===== config.mk =====
export PLATFORM = sky130hd
export DESIGN_NAME = div_tc_16_16_seq_flat
export DESIGN_NICKNAME = d
export VERILOG_FILES = /design/src/rtl/div_tc_16_16_seq_if.sv /design/src/rtl/div_tc_16_16_seq.sv /design/src/flat_wrapper.sv
export SDC_FILE = /design/constraint.sdc
export NUM_CORES = 1
export LEC_CHECK = 0
export BUFFER_PORTS_ARGS = -buffer_cell sky130_fd_sc_hd__clkbuf_2
export CELL_PAD_IN_SITES_DETAIL_PLACEMENT = 1
export CELL_PAD_IN_SITES_GLOBAL_PLACEMENT = 1
export CORE_MARGIN = 5
export CORE_UTILIZATION = 40
export CTS_CLUSTER_SIZE = 30
export DETAILED_ROUTE_END_ITERATION = 8
export PLACE_DENSITY_LB_ADDON = 0.1
export SYNTH_ARGS = -nofsm -noshare
export SYNTH_HDL_FRONTEND = slang
export SYNTH_SLANG_ARGS = --single-unit

===== constraint.sdc =====
create_clock -name clk -period 3.8 [get_ports clk]
set_input_delay 0.19 -clock clk [delete_from_list [all_inputs] [get_ports clk]]
set_output_delay 0.19 -clock clk [all_outputs]
set_load 0.05 [all_outputs]

===== src/rtl/div_tc_16_16_seq_if.sv =====
// rtl/div_tc_16_16_seq_if.sv - operand/result handshake bundle for the signed sequential divider
interface div_tc_16_16_seq_if;
  logic        in_valid;
  logic        in_ready;
  logic [15:0] a;
  logic [15:0] b;
  logic        out_valid;
  logic        out_ready;
  logic [15:0] quotient;
  logic [15:0] remainder;
  logic        div_zero;
  logic        overflow;

  modport master (
    output in_valid, a, b, out_ready,
    input  in_ready, out_valid, quotient, remainder, div_zero, overflow
  );

  modport slave (
    input  in_valid, a, b, out_ready,
    output in_ready, out_valid, quotient, remainder, div_zero, overflow
  );
endinterface


===== src/rtl/div_tc_16_16_seq.sv =====
// rtl/div_tc_16_16_seq.sv - 16/16 two's-complement divider, restoring, one bit per cycle
module div_tc_16_16_seq (
  input  logic                 clk,
  input  logic                 rstn,
  div_tc_16_16_seq_if.slave    bus
);
  typedef enum logic [1:0] {S_IDLE, S_CALC, S_DONE} state_t;

  state_t      state_q, state_d;
  logic [3:0]  cnt_q, cnt_d;
  logic [15:0] rem_q, rem_d;
  logic [15:0] dvd_q, dvd_d;
  logic [15:0] bmag_q, bmag_d;
  logic        sign_q_q, sign_q_d;
  logic        sign_r_q, sign_r_d;
  logic [15:0] quotient_q, quotient_d;
  logic [15:0] remainder_q, remainder_d;
  logic        div_zero_q, div_zero_d;
  logic        overflow_q, overflow_d;

  logic [15:0] amag_in, bmag_in;
  logic [16:0] shifted;
  logic        ge;
  logic [15:0] rem_step, qmag;

  // Magnitudes fit 16 unsigned bits: |-32768| = 16'h8000.
  assign amag_in = bus.a[15] ? (16'd0 - bus.a) : bus.a;
  assign bmag_in = bus.b[15] ? (16'd0 - bus.b) : bus.b;

  // Partial remainder stays below |b| <= 32768, so the 16-bit difference never wraps.
  assign shifted  = {rem_q, dvd_q[15]};
  assign ge       = shifted >= {1'b0, bmag_q};
  assign rem_step = ge ? (shifted[15:0] - bmag_q) : shifted[15:0];
  assign qmag     = {dvd_q[14:0], ge};

  always_comb begin
    state_d     = state_q;
    cnt_d       = cnt_q;
    rem_d       = rem_q;
    dvd_d       = dvd_q;
    bmag_d      = bmag_q;
    sign_q_d    = sign_q_q;
    sign_r_d    = sign_r_q;
    quotient_d  = quotient_q;
    remainder_d = remainder_q;
    div_zero_d  = div_zero_q;
    overflow_d  = overflow_q;
    case (state_q)
      S_IDLE: begin
        if (bus.in_valid) begin
          sign_q_d   = bus.a[15] ^ bus.b[15];
          sign_r_d   = bus.a[15];
          bmag_d     = bmag_in;
          dvd_d      = amag_in;
          rem_d      = 16'd0;
          cnt_d      = 4'd0;
          div_zero_d = (bus.b == 16'd0);
          overflow_d = (bus.a == 16'h8000) && (bus.b == 16'hFFFF);
          if (bus.b == 16'd0) begin
            quotient_d  = bus.a[15] ? 16'h8000 : 16'h7FFF;
            remainder_d = bus.a;
            state_d     = S_DONE;
          end else begin
            state_d = S_CALC;
          end
        end
      end
      S_CALC: begin
        rem_d = rem_step;
        dvd_d = qmag;
        cnt_d = cnt_q + 4'd1;
        if (cnt_q == 4'd15) begin
          quotient_d  = sign_q_q ? (16'd0 - qmag) : qmag;
          remainder_d = sign_r_q ? (16'd0 - rem_step) : rem_step;
          state_d     = S_DONE;
        end
      end
      S_DONE: begin
        if (bus.out_ready) state_d = S_IDLE;
      end
      default: state_d = S_IDLE;
    endcase
  end

  always_ff @(posedge clk or negedge rstn) begin
    if (!rstn) begin
      state_q     <= S_IDLE;
      cnt_q       <= 4'd0;
      rem_q       <= 16'd0;
      dvd_q       <= 16'd0;
      bmag_q      <= 16'd0;
      sign_q_q    <= 1'b0;
      sign_r_q    <= 1'b0;
      quotient_q  <= 16'd0;
      remainder_q <= 16'd0;
      div_zero_q  <= 1'b0;
      overflow_q  <= 1'b0;
    end else begin
      state_q     <= state_d;
      cnt_q       <= cnt_d;
      rem_q       <= rem_d;
      dvd_q       <= dvd_d;
      bmag_q      <= bmag_d;
      sign_q_q    <= sign_q_d;
      sign_r_q    <= sign_r_d;
      quotient_q  <= quotient_d;
      remainder_q <= remainder_d;
      div_zero_q  <= div_zero_d;
      overflow_q  <= overflow_d;
    end
  end

  assign bus.in_ready  = (state_q == S_IDLE);
  assign bus.out_valid = (state_q == S_DONE);
  assign bus.quotient  = quotient_q;
  assign bus.remainder = remainder_q;
  assign bus.div_zero  = div_zero_q;
  assign bus.overflow  = overflow_q;
endmodule


===== src/flat_wrapper.sv =====
// flat-port wrapper written by rule: the top's interface ports become plain ports
module div_tc_16_16_seq_flat 
  (clk, rstn, bus_in_valid, bus_a, bus_b, bus_out_ready, bus_in_ready, bus_out_valid, bus_quotient, bus_remainder, bus_div_zero, bus_overflow);
  div_tc_16_16_seq_if bus_i ();
  input  logic clk;
  input  logic rstn;
  input wire logic [$bits(bus_i.in_valid)-1:0] bus_in_valid;
  input wire logic [$bits(bus_i.a)-1:0] bus_a;
  input wire logic [$bits(bus_i.b)-1:0] bus_b;
  input wire logic [$bits(bus_i.out_ready)-1:0] bus_out_ready;
  output wire logic [$bits(bus_i.in_ready)-1:0] bus_in_ready;
  output wire logic [$bits(bus_i.out_valid)-1:0] bus_out_valid;
  output wire logic [$bits(bus_i.quotient)-1:0] bus_quotient;
  output wire logic [$bits(bus_i.remainder)-1:0] bus_remainder;
  output wire logic [$bits(bus_i.div_zero)-1:0] bus_div_zero;
  output wire logic [$bits(bus_i.overflow)-1:0] bus_overflow;
  assign bus_i.in_valid = bus_in_valid;
  assign bus_i.a = bus_a;
  assign bus_i.b = bus_b;
  assign bus_i.out_ready = bus_out_ready;
  assign bus_in_ready = bus_i.in_ready;
  assign bus_out_valid = bus_i.out_valid;
  assign bus_quotient = bus_i.quotient;
  assign bus_remainder = bus_i.remainder;
  assign bus_div_zero = bus_i.div_zero;
  assign bus_overflow = bus_i.overflow;
  div_tc_16_16_seq u_core (.clk(clk), .rstn(rstn), .bus(bus_i));
endmodule

== After elaboration in Yosys (flattened, before gate mapping) ==
Index checks and enable logic that the tools add are counted.
Widths: inputs -> output; s select.
Cells by class
  equal/unequal tests: 9
  bitwise gates (word level): 1
  muxes and demuxes: 25
  reduce and logical (&&, ||, !) cells: 8
  add/subtract/negate cells: 6
  order comparisons: 1
Operators with widths (count)
  $mux 16: 14
  $pmux 16 s2: 4
  $sub 1x16->16 const A: 4
  $eq 16x16->1 const B: 2
  $ge 17x16->1: 1
  $logic_not 16->1: 1
  $sub 16x16->16: 1
  $mux 2: 4
  $pmux 4 s2: 1
  $pmux 2 s3: 1
  $add 4x1->4 const B: 1
  $eq 4x4->1 const B: 1
  $mux 4: 1
  $ne 2x1->1 const B: 2
  $ne 2x2->1 const B: 2
  $reduce_and 2->1: 2
  $reduce_and 4->1: 1
  $reduce_and 3->1: 1
  $eq 2x1->1 const B: 1
  $eq 2x2->1 const B: 1
  $logic_not 2->1: 1
  $reduce_bool 2->1: 1
  $logic_and 1x1->1: 1
  $xor 1x1->1: 1
Word-level totals
  word-level logic and storage cells: 61
  flip-flop bits (word level): 90
  input bits: 36
  output and inout bits: 36

== Logic depth before layout (Yosys ltp) ==
  depth after elaboration: 6
  mapped depth: 20
  depth with buffers taken out: 18

== Worst setup path before layout ==
OpenSTA, ideal clock, no wires.
  path type: flip-flop to flip-flop
  start: register u_core.rem_q[5]
  end: register u_core.quotient_q[12], in the netlist u_core.bus.quotient[12]
  clock period less this slack: 3.596 ns
  data required time: 3.681 ns
  data arrival time: 3.477 ns
  stages on the path, launching flop included: 18
  setup slack: 0.204 ns
  setup time: 0.119 ns
  cells stage by stage: dfrtp_1 -> ha_1 -> buf_6 -> a21o_1 -> and3_4 -> a21o_4 -> o21ai_4 -> nand2_4 -> clkinv_2 -> ha_1 -> nand2_1 -> o31ai_1 -> and2_1 -> nand3_1 -> o32ai_1 -> mux2_2 -> o21ai_1 -> nand2_1
On the way
  cells in the longest elaborated chain, start to end: 5
RTL lines
  start, declared: RTL line div_tc_16_16_seq.sv:11  | logic [15:0] rem_q, rem_d;
  start signal, assigned: RTL line div_tc_16_16_seq.sv:101  | rem_q <= rem_d;
  $ge 17x16->1: RTL line div_tc_16_16_seq.sv:32  | assign ge = shifted >= {1'b0, bmag_q};
  $sub 1x16->16: RTL line div_tc_16_16_seq.sv:73  | quotient_d = sign_q_q ? (16'd0 - qmag) : qmag;
  $mux 16: RTL line div_tc_16_16_seq.sv:73
  $mux 16: RTL line div_tc_16_16_seq.sv:72  | if (cnt_q == 4'd15) begin
  $pmux 16 s2: RTL line div_tc_16_16_seq.sv:48  | case (state_q)
  end signal, assigned: RTL line div_tc_16_16_seq.sv:106  | quotient_q <= quotient_d;
  end, declared: RTL line div_tc_16_16_seq.sv:16  | logic [15:0] quotient_q, quotient_d;
No other way between the ends. The select of a mux whose other input is x is not followed.
A chain may end at the register's enable or synchronous reset.

== Final worst setup path ==
  start: register u_core.rem_q[5]
  end: register u_core.remainder_q[12], in the netlist u_core.bus.remainder[12]
On the way
  cells in the longest elaborated chain, start to end: 6
  elaborated cells between the ends (all ways): 7
  those cells by class: add/sub: 2; order compare: 1; mux: 4
RTL lines
  $sub 16x16->16 / $ge 17x16->1 (equally long branches): RTL line div_tc_16_16_seq.sv:33, div_tc_16_16_seq.sv:32
  $mux 16 (*): RTL line div_tc_16_16_seq.sv:33  | assign rem_step = ge ? (shifted[15:0] - bmag_q) : shifted[15:0];
  $sub 1x16->16: RTL line div_tc_16_16_seq.sv:74  | remainder_d = sign_r_q ? (16'd0 - rem_step) : rem_step;
  $mux 16 (*): RTL line div_tc_16_16_seq.sv:74
  $mux 16 (*): RTL line div_tc_16_16_seq.sv:72
  $pmux 16 s2 (*): RTL line div_tc_16_16_seq.sv:48
  end signal, assigned: RTL line div_tc_16_16_seq.sv:107  | remainder_q <= remainder_d;
  end, declared: RTL line div_tc_16_16_seq.sv:17  | logic [15:0] remainder_q, remainder_d;
Mark *: on every way between the ends. The rest lies on a longest branch, timed or not. The select of a mux whose other input is x is not followed.

==> key figures <==
Run status
  – Outcome: finished clean

Timing
  – Post-layout min period: 3530 ps
  – Setup TNS: 0 ps
  – Slew @ Worst Pin: 1170 ps
  – RSZ-0062 raised after global routing: no
  – Maximum clock rate: 0.283 GHz
  – Final period util: 93.0%
  – Clock Skew: 10.5 ps
  – Final setup viols: 0
  – Max-Slew Margin vs Limit: 22.0%
  – Endpoints failing hold: 0
  – Final Max Slew Viols: 0

Floorplan
  – Die X: around 140 um
  – Starting Density: 40.8%
  – Row cnt: 46
  – DIE HEIGHT: 137 um
  – Ports: 72
  – Die ar.: 18,800 sq um
  – Core region area: 15,800 sq um

Cells and area
  – Final #Nets: 898
  – Antenna Cells: 0
  – Number of fill cells: 1,935
  – Area growth, synth to finish: 14.0%
  – Fraction of layout cells with a size suffix above 1: 18.0%

Clocking
  – Clock root cell: clkbuf_16
  – TritonCTS Buffers: 9
  – Clock tree from TritonCTS: done
  – Post CTS Setup Buffer Count: 0
  – Clk sinks: 90
  – Clock transition at the registers of the reported paths: approximately 70 ps
  – H-tree Lvls: 3
  – Worst skew pair latency: 350 ps
  – Clock Tree Buf Depth: 2

Logic synthesis
  – Main flop type after synthesis: dfrtp_1
  – Post-synthesis area per instance: 8.34 sq um
  – Top-count cell post-synth: nand2_1
  – Synth top area share: 34.9%
  – Post-synth EDFFs: 0
  – Synth top area cells: dfrtp_1 35%, nand2_1 7.6%, o21ai_0 6.1%
  – Mapped Area: 6450 sq um
  – Synthesis-stage register bit count: 90
  – Top cells by count, synth: 131 x nand2_1, 90 x dfrtp_1, 79 x o21ai_0
  – Post-Syn Nets: 833
  – Sequential fraction of the synthesis area: 34.9%
  – Synth Instances: 774
  – Synth warnings: 0
  – Cell variety after synth: 77
  – Ys async rst share: 100%
  – Yosys top cell by area: dfrtp_1

Worst setup path
  – Worst EP arrival: 3760 ps
  – CP Cell Sequence: ha_1 -> buf_4 -> nand4_1 -> o31ai_2 -> nand2_1 -> and2_1 -> nand2_4 -> clkinv_2 -> buf_4 -> mux2i_1 -> ha_1 -> o21ai_1 -> o21ai_1 -> a21boi_1 -> xnor2_1 -> o21ai_1
  – Worst setup EP type: flip-flop
  – Crit path to: u_core.bus.remainder[12]$_DFFE_PN0P_
  – RR Endpoint: u_core.bus.remainder[12]$_DFFE_PN0P_
  – CP Launch Type: flip-flop
  – Worst R2R Start: u_core.rem_q[5]$_DFFE_PN0P_
  – Worst path max stage delay: about 430 ps
  – Cell mode on critical path: o21ai_1
  – Crit-path slowest cell: dfrtp_1
  – WP data required: 4030 ps
  – R2R depth: 16
  – Critical path class: reg -> reg
  – R2R Setup Slk: ~270 ps
  – CP startpoint: u_core.rem_q[5]$_DFFE_PN0P_
  – CP max FO: 7

Detailed routing
  – Met2 wire length: 10,200 um
  – Drc violations: 0
  – Via count: 5,864
  – ANT nets after route: 0
  – Highest metal used: met4
  – DR WL/cell: 19.5 um
  – Total wire length: 20,700 um
  – First DRT Iteration DRCs: 421
  – M1 WL: 9430 um
  – Wire length on met3: around 700 um
  – Vias per cell: 5.53
  – First-pass iteration count of the detailed router: 4

Global routing
  – Gr ovfl total: 0
  – Largest net degree at the start of global routing: 44
  – GRT Resource Usage Total: 22.8%
  – Number of global-route vias before repair: 6,183
  – First-pass GRT wire length: 33,600 um
  – Initial antenna violation count: 0

Flow run
  – MaxCap Viol Count: 0

Placement
  – DP Wirelength: 16,100 um
  – Port bufs: 71
  – Final GP Congestion: approximately 0.85

Worst hold path
  – Min-Delay Path Class: in -> reg
-- registers in the layout, indices dropped and copies added, names as in the netlist --
| register | flops |
|---|---|
| u_core.cnt_q | 4 |
| u_core.rem_q | 16 |
| u_core.bus.div_zero | 1 |
| u_core.bus.quotient | 16 |
| u_core.state_q | 2 |
| u_core.bus.remainder | 16 |
| u_core.bmag_q | 16 |
| u_core.sign_r_q | 1 |
| u_core.sign_q_q | 1 |
| u_core.bus.overflow | 1 |
| u_core.dvd_q | 16 |
-- through the flow --
stage / instances / hold slack [ps] / util (%) / setup slack [ps] / area, sq um
final: 1060 / 20.3 / 46.5 / 265 / 7350
after global routing: 1060 / 34.6 / 46.5 / 13.7 / 7350
after CTS: 1060 / 16.5 / 46.2 / 67.2 / 7310
after detailed placement: 1043 / 156 / 44.3 / 57.1 / 7010
after global placement: 1043 / 149 / 44.3 / 178 / 7010
after floorplan: 774 / -106 / - / 204 / 6450
-- logic make-up after synthesis --
logic type	share of synthesized area, %
adders and majority gates	4.58
xor gates and xnor gates	8.14
buffers and inverters	5.60
DFF	34.9
and+or+nand+nor	20.3
AOI/OAI and AO/OA	23.9
muxes	2.56
-- placed cells by master (no fill, tap or decap), types with 10 or more instances in the layout --
cell,instances
xor2_1,32
a21oi_1,40
nand2_1,131
nor2_1,53
xnor2_1,28
o21ai_1,24
o31ai_1,14
ha_1,20
nand3_1,11
mux2i_1,12
o21ai_0,79
buf_4,24
or3_1,11
nor3_1,10
dfrtp_1,90
inv_1,27
clkbuf_2,70
-- timing repair --
action / 4_1_cts / 5_1_grt
endpoints found under the setup margin: 1 / 8
endpoints found under the hold margin: 29 / 0
hold buffers: 1 / 0
resized for setup: 1 / 9
-- layout make-up --
type | count | area, sq um | area share [%]
repair buffers | 96 | 552 | 7.50
flip-flops and latches | 90 | 2250 | 30.6
well taps | 216 | 270 | 3.67
clock inverters | 6 | 45.0 | 0.612
inverters | 28 | 106 | 1.45
clock buffers | 10 | 239 | 3.25
multi-input cells | 614 | 3890 | 52.9
-- per-layer routing --
layer  track usage (%)  up-vias
met3              2.32       20
met4              5.93        0
met1              29.9     2883
met5                 0        -
li1                  -     2863
met2              40.1       98
-- worst min-delay path by stage --
stage	from	endpoint	slack, ps	depth (start not counted)
floorplan	rstn	u_core.bmag_q[0]$_DFFE_PN0P_	-110	0
global placement	rstn	u_core.bus.remainder[2]$_DFFE_PN0P_	150	1
detailed placement	rstn	u_core.bus.remainder[2]$_DFFE_PN0P_	160	1
CTS	bus_out_ready	u_core.state_q[1]$_DFFE_PN0P_	20	2
global route	bus_out_ready	u_core.state_q[1]$_DFFE_PN0P_	30	2
finish	bus_out_ready	u_core.state_q[1]$_DFFE_PN0P_	20	2
-- worst max-delay path, delay by kind of cell, from the launching register on --
kind            cells  cell delay [ps]
compound gates      5             1030
simple gates        4              580
fa+ha+maj           2              550
flops               1              430
buf+inv             3              400
mux                 1              250
xor+xnor            1              170
Power is left out: the tool's default activity adds up to more than one toggle a clock period on the data nets, which glitch-free logic cannot reach.
